**config.mk**
```make
export PLATFORM = sky130hd
export DESIGN_NAME = vertex_fv_scheduler
export DESIGN_NICKNAME = d
export VERILOG_FILES = /design/src/rtl/vertex_fv_scheduler_pkg.sv /design/src/rtl/vertex_sched_perf_cnt.sv /design/src/rtl/vertex_fv_scheduler.sv
export SDC_FILE = /design/constraint.sdc
export NUM_CORES = 1
export LEC_CHECK = 0
export ABC_AREA = 1
export CAP_MARGIN = 25
export CORE_UTILIZATION = 30
export CTS_BUF_LIST = sky130_fd_sc_hd__clkbuf_4 sky130_fd_sc_hd__clkbuf_8
export DETAILED_ROUTE_END_ITERATION = 6
export PLACE_DENSITY = 0.58
export SETUP_SLACK_MARGIN = 0.1
export SKIP_LAST_GASP = 1
export SLEW_MARGIN = 20
export SYNTH_ARGS = -nofsm -noshare
export SYNTH_HDL_FRONTEND = slang
export SYNTH_SLANG_ARGS = --single-unit
```
**constraint.sdc**
```tcl
create_clock -name clk -period 2.1 [get_ports clk]
set_input_delay 0.315 -clock clk [delete_from_list [all_inputs] [get_ports clk]]
set_output_delay 0.315 -clock clk [all_outputs]
set_load 0.005 [all_outputs]
```
**src/rtl/vertex_fv_scheduler_pkg.sv**
```systemverilog
// Shared definitions for the vertex feature-vector scheduler, the vertex
// reservation station and the vertex PE array.
//   MAX_FV_NUM  : max feature-vector entries per node held in the RS
//   MULT_PER_PE : FV entries consumed per PE step (lanes)
//   PE_LATENCY  : cycles from an accepted step to its PE result (drain length)
//   IDX_W/LEN_W : FV index width and FV length width (index width + 1)
package vertex_fv_scheduler_pkg;

  localparam int MAX_FV_NUM  = 16;
  localparam int MULT_PER_PE = 2;
  localparam int PE_LATENCY  = 3;

  localparam int IDX_W   = $clog2(MAX_FV_NUM);
  localparam int LEN_W   = IDX_W + 1;
  localparam int DRAIN_W = $clog2(PE_LATENCY + 1);

  typedef enum logic [2:0] {
    IDLE,
    SETUP,
    ISSUE,
    DRAIN,
    DONE
  } sched_state_t;

  // Lengths above the RS capacity are treated as a full RS.
  function automatic logic [LEN_W-1:0] clamp_len(input logic [LEN_W-1:0] len);
    return (len > LEN_W'(MAX_FV_NUM)) ? LEN_W'(MAX_FV_NUM) : len;
  endfunction

  // Lane k is live iff its FV index falls inside the node's FV length.
  // The sum is formed one bit wider than the index so it cannot wrap.
  function automatic logic [MULT_PER_PE-1:0] lane_mask_for(input logic [IDX_W-1:0] idx,
                                                          input logic [LEN_W-1:0] len);
    logic [MULT_PER_PE-1:0] m;
    m = '0;
    for (int k = 0; k < MULT_PER_PE; k++) begin
      m[k] = (({1'b0, idx} + LEN_W'(k)) < len);
    end
    return m;
  endfunction

endpackage

```
**src/rtl/vertex_sched_perf_cnt.sv**
```systemverilog
// Saturating counter pair for scheduler walk statistics.
//   clk, reset_n     : clock, async active-low reset (counters go to 0)
//   clear            : zero both counters (new walk accepted); wins over increments
//   walk_inc         : count one busy cycle
//   stall_inc        : count one stalled-handshake cycle
//   walk_cycles      : busy cycles of the current/last walk, saturating
//   stall_cycles     : stall cycles of the current/last walk, saturating
module vertex_sched_perf_cnt (
  input  logic        clk,
  input  logic        reset_n,
  input  logic        clear,
  input  logic        walk_inc,
  input  logic        stall_inc,
  output logic [31:0] walk_cycles,
  output logic [31:0] stall_cycles
);

  always_ff @(posedge clk or negedge reset_n) begin
    if (!reset_n) begin
      walk_cycles  <= '0;
      stall_cycles <= '0;
    end else if (clear) begin
      walk_cycles  <= '0;
      stall_cycles <= '0;
    end else begin
      if (walk_inc && (walk_cycles != '1)) begin
        walk_cycles <= walk_cycles + 32'd1;
      end
      if (stall_inc && (stall_cycles != '1)) begin
        stall_cycles <= stall_cycles + 32'd1;
      end
    end
  end

endmodule

```
**src/rtl/vertex_fv_scheduler.sv**
```systemverilog
// Vertex FV window scheduler. After the RS fires, walks the FV index window
// in MULT_PER_PE-wide steps, handshakes each step with the PE array, drains
// the PE pipeline and pulses complete so the RS can release.
// Optional feature macro: VTX_SCHED_PERF_EN adds perf_walk_cycles and
// perf_stall_cycles outputs.
//   clk, reset_n   : clock, async active-low reset
//   fire           : RS full pulse; starts a walk when idle
//   fv_len         : FV entries per node, latched when fire is accepted
//   pe_ready       : PE array accepts the current step
//   start_idx      : first FV index of the current window, to the RS
//   pe_valid       : window valid for the PE array
//   lane_mask      : per-lane valid for the current window
//   complete       : one-cycle pulse when all steps are done and drained
//   busy           : high from accepted fire until the complete pulse
//   state          : FSM state, for debug/observation
//   perf_*         : walk statistics (VTX_SCHED_PERF_EN only)
//
// Handshake: a step transfers on a rising clk edge where pe_valid && pe_ready.
// While pe_valid is high, start_idx and lane_mask stay constant until that
// transfer; pe_ready is ignored whenever pe_valid is low.
module vertex_fv_scheduler
  import vertex_fv_scheduler_pkg::*;
(
  input  logic                   clk,
  input  logic                   reset_n,
  input  logic                   fire,
  input  logic [LEN_W-1:0]       fv_len,
  input  logic                   pe_ready,
  output logic [IDX_W-1:0]       start_idx,
  output logic                   pe_valid,
  output logic [MULT_PER_PE-1:0] lane_mask,
  output logic                   complete,
  output logic                   busy,
  output sched_state_t           state
`ifdef VTX_SCHED_PERF_EN
  ,
  output logic [31:0]            perf_walk_cycles,
  output logic [31:0]            perf_stall_cycles
`endif
);

  logic [LEN_W-1:0]   len_q;
  logic [DRAIN_W-1:0] drain_cnt;
  logic [LEN_W-1:0]   next_idx;
  logic [LEN_W-1:0]   fire_len;
  logic               last_step;
  logic               fire_accept;

  assign fire_len    = clamp_len(fv_len);
  // Index arithmetic one bit wider than start_idx: the step past the last
  // window is detected by comparison, never by wrap-around.
  assign next_idx    = {1'b0, start_idx} + LEN_W'(MULT_PER_PE);
  assign last_step   = (next_idx >= len_q);
  assign fire_accept = (state == IDLE) && fire;

  always_ff @(posedge clk or negedge reset_n) begin
    if (!reset_n) begin
      state     <= IDLE;
      start_idx <= '0;
      pe_valid  <= 1'b0;
      lane_mask <= '0;
      complete  <= 1'b0;
      busy      <= 1'b0;
      len_q     <= '0;
      drain_cnt <= '0;
    end else begin
      complete <= 1'b0;
      case (state)
        IDLE: begin
          if (fire) begin
            busy      <= 1'b1;
            start_idx <= '0;
            len_q     <= fire_len;
            drain_cnt <= '0;
            state     <= (fire_len == '0) ? DRAIN : SETUP;
          end
        end
        // One quiet cycle so the RS can register the window at start_idx.
        SETUP: begin
          pe_valid  <= 1'b1;
          lane_mask <= lane_mask_for(start_idx, len_q);
          state     <= ISSUE;
        end
        ISSUE: begin
          if (pe_ready) begin
            pe_valid <= 1'b0;
            if (last_step) begin
              drain_cnt <= '0;
              state     <= DRAIN;
            end else begin
              start_idx <= next_idx[IDX_W-1:0];
              state     <= SETUP;
            end
          end
        end
        DRAIN: begin
          if (drain_cnt == DRAIN_W'(PE_LATENCY - 1)) begin
            complete <= 1'b1;
            busy     <= 1'b0;
            state    <= DONE;
          end else begin
            drain_cnt <= drain_cnt + 1'b1;
          end
        end
        // complete is high for this cycle only; fire here is ignored.
        DONE: begin
          state <= IDLE;
        end
        default: begin
          state <= IDLE;
        end
      endcase
    end
  end

`ifdef VTX_SCHED_PERF_EN
  vertex_sched_perf_cnt u_perf_cnt (
    .clk          (clk),
    .reset_n      (reset_n),
    .clear        (fire_accept),
    .walk_inc     (busy),
    .stall_inc    (pe_valid && !pe_ready),
    .walk_cycles  (perf_walk_cycles),
    .stall_cycles (perf_stall_cycles)
  );
`else
  logic unused_fire_accept;
  assign unused_fire_accept = fire_accept;
`endif

endmodule
```
# After elaboration in Yosys (flattened, before gate mapping)
# Cells that the tools add are included.
# totals
regBits,19
latch_bits,0
ram_bits,0
rom_bits,0
input_bits,9
out_inout_bits,12
elab_cells,60
n_memories,0
# op_classes
add_sub_neg,3
n_mul,0
div_mod_pow,0
n_lt_le_gt_ge,4
n_eq_ne,10
shift,0
n_mux,23
n_bitwise,0
n_reduce_logical,12
# op_table
cell,n
$mux 2,6
$mux 4,3
$ne 2x2->1 const B,6
$pmux 3 s4,1
$mux 3,3
$pmux 4 s2,1
$eq 3x2->1 const B,2
$pmux 2 s3,1
$reduce_and 3->1,2
$reduce_bool 2->1,3
$add 4x1->5 const B,1
$add 4x2->5 const B,1
$ge 5x5->1,1
$gt 5x5->1 const B,1
$logic_not 5->1,1
$lt 4x5->1,1
$lt 5x5->1,1
$mux 1,5
$mux 5,1
$reduce_and 5->1,1
$pmux 1 s2,2
$reduce_and 2->1,2
$reduce_and 4->1,1
$eq 3x1->1 const B,1
other kinds (4),4

# Depth between registers and ports, before layout
# logic_depth
word_depth,6
mapped_depth,12
depth_no_buf,12

# Least setup slack after synthesis
# Ideal clock, no wire load.
# synth_timing
path_kind,flip-flop to flip-flop
start,register start_idx[1]
end,register start_idx[1]
setup_time_ps,117
t_arrival_ps,1775
t_required_ps,1983
slack_ps,208
stages_incl_launch_ff,13
synth_period_minus_slack_ps,1892
path_cell_list,dfrtp_1 > ha_1 > or2_2 > nand2_1 > ha_1 > nand2_1 > nor2_1 > nand2_1 > nand3_4 > nand2_1 > nand2_2 > nand2_1 > nand2_1
# synth_between
elab_chain_len,4
# synth_lines
item,line,text
"start, declared",vertex_fv_scheduler.sv:29,"output logic [IDX_W-1:0] start_idx,"
"start signal, assigned",vertex_fv_scheduler.sv:91,start_idx <= next_idx[IDX_W-1:0];
$add 4x2->5 *,vertex_fv_scheduler.sv:52,"assign next_idx = {1'b0, start_idx} + LEN_W'(MULT_PER_PE);"
$ge 5x5->1 / $mux 4 (equally long branches),"vertex_fv_scheduler.sv:53, vertex_fv_scheduler.sv:87",
$ne 2x2->1 (no line) / $mux 4 (equally long branches),--,
$reduce_and 4->1 (no line) / $pmux 4 s2 (equally long branches),--,
# Mark *: on every way between the ends. The rest lies on a longest branch, timed or not. The select of a mux whose other input is x is not followed.
# A chain may end at the register's enable or synchronous reset.

# Worst setup path after layout
# layout_timing
start,register start_idx[2]
end,register start_idx[3]
# The elaborated chain is that of the path after synthesis.

==> run_results.csv <==
group,metric,value,unit
global_route,gr-max-usage-layer,"met2",
placed_design,port_buffers,19,
critical_path,crit_slowest_cell,"dfrtp_1",
run_status,status,"finished, final reports clean",
global_route,first_global_vias,987,
global_route,grt_pass1_wl,4130,µm
drt,routedWlPerCell,11.0,µm
critical_path,worst-path-buf-inv,1,
placed_design,dp_slack,0.123,ns
timing,setup_viol,0,
critical_path,path_max_fanout,4,
critical_path,cp_cell_sequence,"ha_2 -> buf_4 -> nand2_1 -> nand2_2 -> ha_1 -> nand2_1 -> nor2_1 -> nand2_1 -> nand3_4 -> nand2_4 -> nand2_2 -> nand2_1 -> nand2_1",
floorplanning,ios,21,
drt,drt_wl_total,2430,µm
yosys,async_flop_share,100,%
timing,fin_crit_sh,89.1,%
critical_path,rrSetupSlack,0.23,ns
critical_path,cp_top_family,"simple AND/OR/NAND/NOR gates",
timing,min_period,1.87,ns
yosys,synth_edf_count,0,
timing,tns,0,ns
global_route,globalRouteTotalUtil,13.1,%
finish,layout.cells.most_common,"nand2_1",
clocking,clkTransAtPathRegs,0.07,ns
global_route,overflow,0,
clocking,clk_path_buf_depth,2,
critical_path,cp_slowest_stage_delay,0.43,ns
floorplanning,coreArea,0.00369,mm²
critical_path,path_common_cell,"nand2_1",
critical_path,cp-end-kind,"register",
global_route,grt_util_met2,22.1,%
placed_design,dp.cells,215,
finish,drive_gt1_share,16.8,%
yosys,seq_area_frac_synth,38.9,%
drt,ant_nets,0,
placed_design,dpl.hpwl,1870,µm
timing,slew_viol_final,0,
timing,timing.fmax,0.534,GHz
placed_design,gp_congestion,0.802,
pwr,leakagePower,0.720,nW
global_route,met3_usage,1.61,%
critical_path,crit_type,"reg -> reg",
yosys,yosysWarnings,0,
yosys,syn_area,0.00116,mm²
critical_path,critPathArrivalTime,2.02,ns
yosys,avgSynthCellArea,7.88,µm²
job,drv_cap,0,
clocking,clkLatencyLatePin,0.26,ns
global_route,grt_use_met1,16.5,%
yosys,synth-seq-cells,18,
finish,final_cells,221,
timing,timing_hold_violations_final,0,
placed_design,place_area,0.00142,mm²
floorplanning,placementRows,22,
critical_path,cp-start-kind,"register",
clocking,cts_buffers,3,
finish,n_antenna_cell,0,
critical_path,worstPathRequired,2.25,ns
floorplanning,chipHeight,64.1,µm
drt,via_per_inst,4.38,
pwr,peakVddDrop,0.000624,V
drt,vias,968,
global_route,antenna_found_initial,0,
yosys,synth.distinct_cells,23,
finish,num-fill-cells,408,
yosys,postSynthCellCount,147,
finish,design_area,0.00150,mm²
timing,finalWorstSetupSlack,0.228,ns
timing,rsz0062_at_grt,"false",
drt,drt_iter0_drc,22,
floorplanning,die_x,64.1,µm
drt,drc,0,
global_route,grt_max_degree,19,
floorplanning,initial_core_util,31.4,%
drt,first_pass_iters,4,
pwr,p_per_area,1310,mW/mm²
finish,fin_nets,195,
clocking,cts-root-buf,"clkbuf_8",
hold_path,hold_class,"in -> async",
timing,fin_skew,0.00308,ns
floorplanning,die_area,0.00411,mm²
finish,final_cell_mix,"nand2_1, clkdlybuf4s50_1, nor2_1, dfrtp_1, inv_1",
finish,layout-area-overhead-vs-synth,29.6,%
clocking,clock_sinks,18,
yosys,synth_top_flop_cell,"dfrtp_1",
clocking,cts_tree,"yes",
clocking,htree_levels,1,
## cell families (layout without fill, tap and decap cells)
logic type	Yosys count	after routing	synth area share (%)
buffers and inverters	23	48	7.77
and+or+nand+nor	75	75	31.6
adders and majority gates	12	12	13.0
DFF	18	18	38.9
AOI/OAI and AO/OA	18	18	8.42
other	1	2	0.324
## layer usage
layer / wire [µm] / up-vias / share of wire, %
met4: 45 / 0 / 1.9
met3: 44 / 5 / 1.8
met5: 0 / - / 0
met2: 1140 / 14 / 47
li1: - / 509 / -
met1: 1190 / 440 / 49
## layout make-up
cell class | instances | area, µm² | share of cell area [%]
well taps | 48 | 60.1 | 4.00
multi-input cells | 107 | 637 | 42.4
repair buffers | 23 | 220 | 14.7
clock buffers | 4 | 55.1 | 3.67
inverters | 21 | 78.8 | 5.25
flip-flops and latches | 18 | 450 | 30.0
## path summary, 6_finish.rpt
check                             start           end  cells past startpoint
setup / recovery           start_idx[2]  start_idx[3]                     13
hold / removal                  reset_n          busy                      2
setup reg to reg           start_idx[2]  start_idx[3]                     13
hold reg to reg            drain_cnt[1]  drain_cnt[1]                      2
max in group asynchronous       reset_n  start_idx[2]                      2
min in group clk           drain_cnt[1]  drain_cnt[1]                      2
## metrics by stage
stage	utilization [%]	hold slack (ns)	total power [mW]
3_5_place_dp	38.4	0.484	1.64
6_report	40.7	0.379	1.96
2_1_floorplan	-	0.0194	1.31
4_1_cts	39.9	0.389	1.94
5_1_grt	40.7	0.418	2.17
3_3_place_gp	38.4	0.469	1.63
## registers in the layout (all words and copies together) (netlist names)
register   flops
drain_cnt      2
lane_mask      2
busy           1
state          3
len_q          5
complete       1
start_idx      3
pe_valid       1
## cells in the mapped netlist (all sizes together) (8+ instances only)
| library cell | n | area (µm²) |
|---|---|---|
| nand2 | 41 | 171 |
| nor2 | 23 | 119 |
| inv | 21 | 78.8 |
| dfrtp | 18 | 450 |
| ha | 12 | 150 |
| a21oi | 8 | 40.0 |
| nand3 | 8 | 52.6 |
| o21ai | 8 | 40.0 |
## report_power, final
group / total (mW) / switching (mW) / leakage, nW / internal [mW]
clock: 0.291 / 0.124 / 0.0288 / 0.167
sequential: 0.554 / 0.0826 / 0.223 / 0.471
combinational: 1.12 / 0.646 / 0.468 / 0.471
## worst register-to-register path, cell delays in order (launching register included)
cell,delay [ns]
dfrtp_1,0.43
ha_2,0.22
buf_4,0.13
nand2_1,0.08
nand2_2,0.06
ha_1,0.26
nand2_1,0.07
nor2_1,0.04
nand2_1,0.11
nand3_4,0.11
nand2_4,0.10
nand2_2,0.06
nand2_1,0.06
nand2_1,0.05
## repair_timing
item / 4_1_cts / 5_1_grt
setup buffers: 0 / 2
hold buffers: 0 / 0
setup endpoints to repair: 0 / 3
gates resized for setup: 0 / 5
No activity file was read; power rests on OpenSTA's default activity.
